## config.mk

```make
export PLATFORM = sky130hd
export DESIGN_NAME = bt_telemetry_server
export DESIGN_NICKNAME = d
export VERILOG_FILES = /design/src/rtl/bt_telemetry_server.sv
export SDC_FILE = /design/constraint.sdc
export NUM_CORES = 1
export LEC_CHECK = 0
export CELL_PAD_IN_SITES_DETAIL_PLACEMENT = 0
export CELL_PAD_IN_SITES_GLOBAL_PLACEMENT = 2
export CORE_MARGIN = 2
export CORE_UTILIZATION = 31
export CTS_BUF_LIST = sky130_fd_sc_hd__clkbuf_8
export DETAILED_ROUTE_END_ITERATION = 10
export GPL_ROUTABILITY_DRIVEN = 0
export PLACE_DENSITY = 0.95
export SLEW_MARGIN = 40
export SYNTH_ARGS = -nofsm -noshare
export SYNTH_HDL_FRONTEND = slang
export SYNTH_SLANG_ARGS = --single-unit
```

## constraint.sdc

```tcl
create_clock -name clk -period 7.43 [get_ports clk]
set_input_delay 0.743 -clock clk [delete_from_list [all_inputs] [get_ports clk]]
set_output_delay 0.743 -clock clk [all_outputs]
set_load 0.02 [all_outputs]
```

## src/rtl/bt_telemetry_server.sv

```systemverilog
// bt_telemetry_server: UART request/response server for telemetry reads and config writes
module bt_telemetry_server #(
  parameter int NUM_CH = 8,
  parameter int DATA_W = 16,
  parameter int NUM_CFG = 4,
  parameter logic [NUM_CFG*8-1:0] CFG_INIT = '0,
  parameter int TIMEOUT = 1_000_000
) (
  input  logic                     clk,
  input  logic                     rst_n,
  input  logic                     rx_valid,
  input  logic [7:0]               rx_byte,
  input  logic                     tx_busy,
  output logic                     tx_start,
  output logic [7:0]               tx_byte,
  input  logic [NUM_CH*DATA_W-1:0] ch_data,
  output logic [NUM_CFG*8-1:0]     cfg,
  output logic                     cfg_wr,
  output logic [6:0]               cfg_wr_idx,
  output logic [7:0]               drop_cnt,
  output logic                     busy
);
  localparam int NB = (DATA_W + 7) / 8;
  localparam int SW = NB * 8;
  localparam int RW = $clog2(NB + 1);
  localparam int TW = $clog2(TIMEOUT);
  localparam logic [SW-1:0] ACK = SW'(8'h01) << (SW - 8);
  typedef enum logic [1:0] {IDLE, WAIT_VAL, SEND, HOLD} state_t;
  state_t state;
  logic [SW-1:0] snap, reply;
  logic [RW-1:0] rem, reply_n;
  logic [TW-1:0] tmo;
  logic [6:0] idx;
  logic [DATA_W-1:0] ch_sel;
  logic rd_ok, wr_ok, accept;
  // Decode the byte that either starts a read or completes a write into a reply image
  always_comb begin
    ch_sel = DATA_W'(ch_data >> (DATA_W * int'(rx_byte[6:0])));
    rd_ok = int'(rx_byte[6:0]) < NUM_CH;
    wr_ok = int'(idx) < NUM_CFG;
    accept = rx_valid && ((state == IDLE && !rx_byte[7]) || state == WAIT_VAL);
    reply = state == IDLE ? (rd_ok ? SW'(ch_sel) : '0) : (wr_ok ? ACK : '0);
    reply_n = (state == IDLE && rd_ok) ? RW'(NB) : RW'(1);
  end
  // Request FSM; the first reply byte goes out on the accepting edge when the UART is free
  always_ff @(posedge clk or negedge rst_n) begin
    if (!rst_n) begin
      state <= IDLE;
      snap <= '0;
      rem <= '0;
      tmo <= '0;
      idx <= '0;
      tx_start <= 1'b0;
      tx_byte <= 8'h00;
      cfg <= CFG_INIT;
      cfg_wr <= 1'b0;
      cfg_wr_idx <= '0;
      drop_cnt <= 8'h00;
    end else begin
      tx_start <= 1'b0;
      cfg_wr <= 1'b0;
      if (rx_valid && (state == SEND || state == HOLD) && drop_cnt != 8'hFF) drop_cnt <= drop_cnt + 8'd1;
      if (accept) begin
        if (state == WAIT_VAL && wr_ok) begin
          cfg[8*idx +: 8] <= rx_byte;
          cfg_wr <= 1'b1;
          cfg_wr_idx <= idx;
        end
        if (!tx_busy) begin
          tx_start <= 1'b1;
          tx_byte <= reply[SW-1 -: 8];
          snap <= reply << 8;
          rem <= reply_n - RW'(1);
          state <= HOLD;
        end else begin
          snap <= reply;
          rem <= reply_n;
          state <= SEND;
        end
      end else begin
        case (state)
          IDLE: if (rx_valid) begin
            idx <= rx_byte[6:0];
            tmo <= '0;
            state <= WAIT_VAL;
          end
          WAIT_VAL: if (tmo == TW'(TIMEOUT - 1)) state <= IDLE; else tmo <= tmo + TW'(1);
          SEND: if (!tx_busy) begin
            tx_start <= 1'b1;
            tx_byte <= snap[SW-1 -: 8];
            snap <= snap << 8;
            rem <= rem - RW'(1);
            state <= HOLD;
          end
          HOLD: state <= rem != '0 ? SEND : IDLE;
        endcase
      end
    end
  end
  assign busy = state != IDLE;
endmodule
```

### Word level (Yosys, flattened, before mapping)

Cells that the tools add are included.

* register bits: 104
* input port bits: 140
* output and inout port bits: 58
* word-level logic and storage cells: 87

* add/sub/neg operators: 5
* $lt $le $gt $ge: 2
* eq/ne operators: 13
* shifts and indexed selects: 3
* muxes and demuxes: 32
* bitwise logic cells: 1
* reduce and logical (&&, ||, !) cells: 20

Operator list (number)
* $shr A128 B11 Y16: 1
* $mux W16: 6
* $mux W20: 2
* $pmux W20 S2: 1
* $neg A10 Y34: 1
* $shift A8 B34 Y32 const A: 1
* $shiftx A8 B34 Y32: 1
* $bwmux W32: 1
* $mux W8: 4
* $add A20 B1 Y20 const B: 1
* $eq A20 B20 Y1 const B: 1
* $mux W2: 10
* $mux W9: 1
* $reduce_and A3 Y1: 3
* $add A8 B1 Y8 const B: 1
* $ne A2 B2 Y1 const B: 4
* $ne A8 B8 Y1 const B: 1
* $pmux W2 S4: 1
* $reduce_bool A2 Y1: 4
* $lt A7 B3 Y1 const B: 1
* $lt A7 B4 Y1 const B: 1
* $logic_and A1 B1 Y1: 6
* $mux W1: 6
* $ne A3 B3 Y1 const B: 2
* other kinds (11): 15

### Depth between registers and ports, before layout

* word-level depth: 6
* depth in mapped cells: 11
* depth with buffers taken out: 9

### Worst setup path before layout

Ideal clock, no wire load.

* kind: flip-flop to flip-flop
* start: register idx[0]
* end: register cfg[3]
* library setup time: 0.125 ns
* arrival: 2.510 ns
* data required time: 7.305 ns
* path slack: 4.795 ns
* stages on the path, launching flop included: 10
* path buffers: 0
* clock period less this slack: 2.635 ns
* cell sequence: dfrtp_1 inv_1 ha_1 or3b_2 nor2_1 ha_1 nor4_1 nand3_1 nor2_4 mux2_2

* word-level cells in the longest chain between the ends: 3
* elaborated cells between the ends (all ways): 7
* those cells by class: add/sub (1); order compare (1); shift (2); mux (1); reduce/logical (2)

Ends and longest elaborated chain
* start: declaration: RTL line 33 `logic [6:0] idx;`
* start signal: assignment: RTL line 83 `idx <= rx_byte[6:0];`
* $neg A10 Y34 / $lt A7 B3 Y1 (equally long branches): RTL line 65, 40
* $shiftx A8 B34 Y32, or another cell as far along: RTL line 65 `cfg[8*idx +: 8] <= rx_byte;`
* $bwmux W32 / $reduce_and A2 Y1 (equally long branches)
* end signal: indexed assignment: RTL line 65
* end: declaration: RTL line 17 `output logic [NUM_CFG*8-1:0] cfg,`

Parallel ways exist; a longest one is shown, timed or not.
A chain may end at the register's enable or synchronous reset.

### Worst setup path after layout

* start: register idx[0]
* end: register cfg[7]

Same word-level chain as after synthesis.

==> results by group <==
Final layout
  • Area of the multi-input gates: 3000 µm²
  • Fin util: 44.0%
  • Reg area: 2600 µm²
  • Fillers: 1,731
  • Design area: 8170 µm²
  • Fin nets: 883
  • Most frequent cells in the layout: clkdlybuf4s50_1, dfrtp_1, nand2_1, mux2i_1, o21ai_0
  • Non-Filler Instances: 976
  • Layout area overhead: 40.1%
  • Diode count: 0
  • Layout cell share with drive strength beyond 1: 11.3%
  • Commonest non-fill, non-tap cell in the layout: clkdlybuf4s50_1

Clock tree
  • CTS Hold Bufs: 0
  • CTS tree: done
  • Max clock buf depth: 2
  • Setup Buffers After CTS: 0
  • CTS root buffer: clkbuf_8
  • Resize count post-CTS: 0
  • Clock net sink count: 104
  • Clk slew on worst S/H paths: 100 ps
  • Skew-Pair Late Insertion Delay: 390 ps
  • Total CTS buffers: 9
  • CTS HTree Levels: 3

STA
  • Setup ws final: 4440 ps
  • RSZ-0062 raised after global routing: no
  • Final slew viol count: 0
  • Setup violations, final: 0
  • Relative slew slack: 46.5%
  • Clock Skew: 9.01 ps
  • Transition time of the tightest slew-check pin: 803 ps
  • Period utilisation layout: 40.2%
  • Endpoints failing hold: 0
  • Fmax: 0.335 GHz
  • Fin crit period: 2990 ps
  • Hold slack final: 365 ps
  • Setup_tns: 0 ps

GRT
  • Largest net degree at the start of global routing: 56
  • First-pass GRT wire length: 26,200 µm
  • Total grt overflow: 0
  • GRT Total Usage: 16.4%
  • Vias in the first global route: 5,154
  • Initial antenna violation count: 0

Flow run
  • Max-cap violation count: 0

Synth
  • Avg Cell Area, Syn: 10.5 µm²
  • Synth cell types: 56
  • Syn Inst Count: 555
  • Ys Warns: 0
  • Synth Flop Type: dfrtp_1
  • Post-synth ARST share: 100%
  • Post-synthesis sequential area ratio: 44.6%
  • Post-synthesis cell area: 5840 µm²
  • Post-synthesis net count: 701
  • Synthesis-stage register bit count: 104
  • Post-synth EDFFs: 0

Routing
  • Total number of vias: 5,041
  • Post-DRT Antenna Nets: 0
  • DR WL/cell: 16.6 µm
  • Total wire length: 16,200 µm
  • Vias/cell: 5.16
  • Drc violations: 0
  • Starting DRT DRC Count: 259
  • Drt first pass iters: 5

Placement
  • HPWL Detailed: 12,300 µm
  • Port bufs: 197
  • Placed Cells: 959
  • Place WS: 4090 ps
  • Placed cell area: 7980 µm²

Setup path
  • Worst setup EP type: flip-flop
  • Crit path DAT: 3270 ps
  • CP max FO: 8
  • Slowest CP cell: or3b_2
  • Critical path type: flip-flop to flip-flop
  • Worst path bufs/invs: 1
  • Cell class contributing the biggest share of worst-path delay: simple AND/OR/NAND/NOR gates
  • Cell Chain, Critical Path: inv_1 > ha_1 > or3b_2 > nor2_1 > ha_1 > nor4_1 > nand3_1 > nor2_4 > mux2_2
  • Most Frequent Cell on Critical Path: ha_1
  • Worst EP required: 7710 ps
  • Crit path launch type: flip-flop
  • Max stage delay on crit path: 490 ps

Power and ir drop
  • Pleak: 3.39 nW
  • Power per cell area: 218 nW/µm²
  • Peak supply drop: 0.0000991 V
  • Pwr Total: 1.78 mW

Floorplanning
  • Starting Density: 31.4%
  • Cell row count: 50
  • Horiz. Die Dim: 141 µm
  • Die area: 19,900 µm²
  • # IOs: 198
  • Die H: 141 µm
  • Core area: 18,600 µm²

Outcome
  • Status: completed

Hold path
  • Hold Crit Class: input pin to async pin
final timing paths:
kind	start	to	slack (ps)	cells past startpoint
max	idx[0]	cfg[7]	4440	9
min	rst_n	cfg[27]	370	1
max reg2reg	idx[0]	cfg[7]	4440	9
min reg2reg	rem[0]	rem[0]	490	1
max in group asynchronous	rst_n	cfg[25]	5900	2
min in group clk	rem[0]	rem[0]	490	1
metal layers:
layer | global-route usage, % | share of wire, %
met1 | 20.2 | 42
met4 | 3.89 | 1.1
met2 | 28.7 | 50
met5 | 0 | 0
met3 | 4.25 | 6.1
state kept, by name, summed over array words and instances (netlist names), 7 cells and up:
name        flops
cfg            32
tmo            20
idx             7
drop_cnt        8
snap           16
tx_byte         8
cfg_wr_idx      7
power breakdown:
group | internal [mW] | switching (mW)
clock network | 0.133 | 0.204
registers | 0.658 | 0.0953
logic | 0.333 | 0.360
total | 1.12 | 0.659
layout make-up:
cell class | count | area share [%]
Sequential cell | 104 | 31.8
Timing Repair Buffer | 201 | 24.3
Clock buffer | 10 | 1.68
Clock inverter | 6 | 0.536
Multi-Input combinational cell | 393 | 36.7
Inverter | 28 | 1.29
Tap cell | 234 | 3.58
cell usage after synthesis, types with 7 or more instances:
library cell | number | area share (%)
nor2b_1 | 9 | 0.96
mux4_2 | 22 | 8.5
clkbuf_1 | 14 | 0.90
nand3_1 | 30 | 2.6
nor3_1 | 7 | 0.60
a22oi_1 | 10 | 1.3
mux2i_1 | 39 | 6.7
buf_2 | 8 | 0.69
xnor2_1 | 7 | 1.1
o22ai_1 | 7 | 0.75
o21ai_0 | 36 | 3.1
nor2_1 | 36 | 2.3
dfrtp_1 | 104 | 45
a21oi_1 | 16 | 1.4
mux2_2 | 23 | 4.4
inv_1 | 27 | 1.7
o31ai_1 | 10 | 1.3
nand2_1 | 49 | 3.2
kinds of logic (layout without fill, tap and decap cells):
kind of cell | Yosys count | in the layout | synth area share, %
multiplexers | 84 | 84 | 19.6
buffers and inverters | 58 | 245 | 4.29
XOR/XNOR | 10 | 10 | 1.50
flip-flops | 104 | 104 | 44.6
AO/OA/AOI/OAI | 113 | 113 | 12.6
adder cells (fa/ha/maj) | 6 | 6 | 1.29
AND/OR/NAND/NOR | 180 | 180 | 16.1
Power figures use the tool's default switching activity.
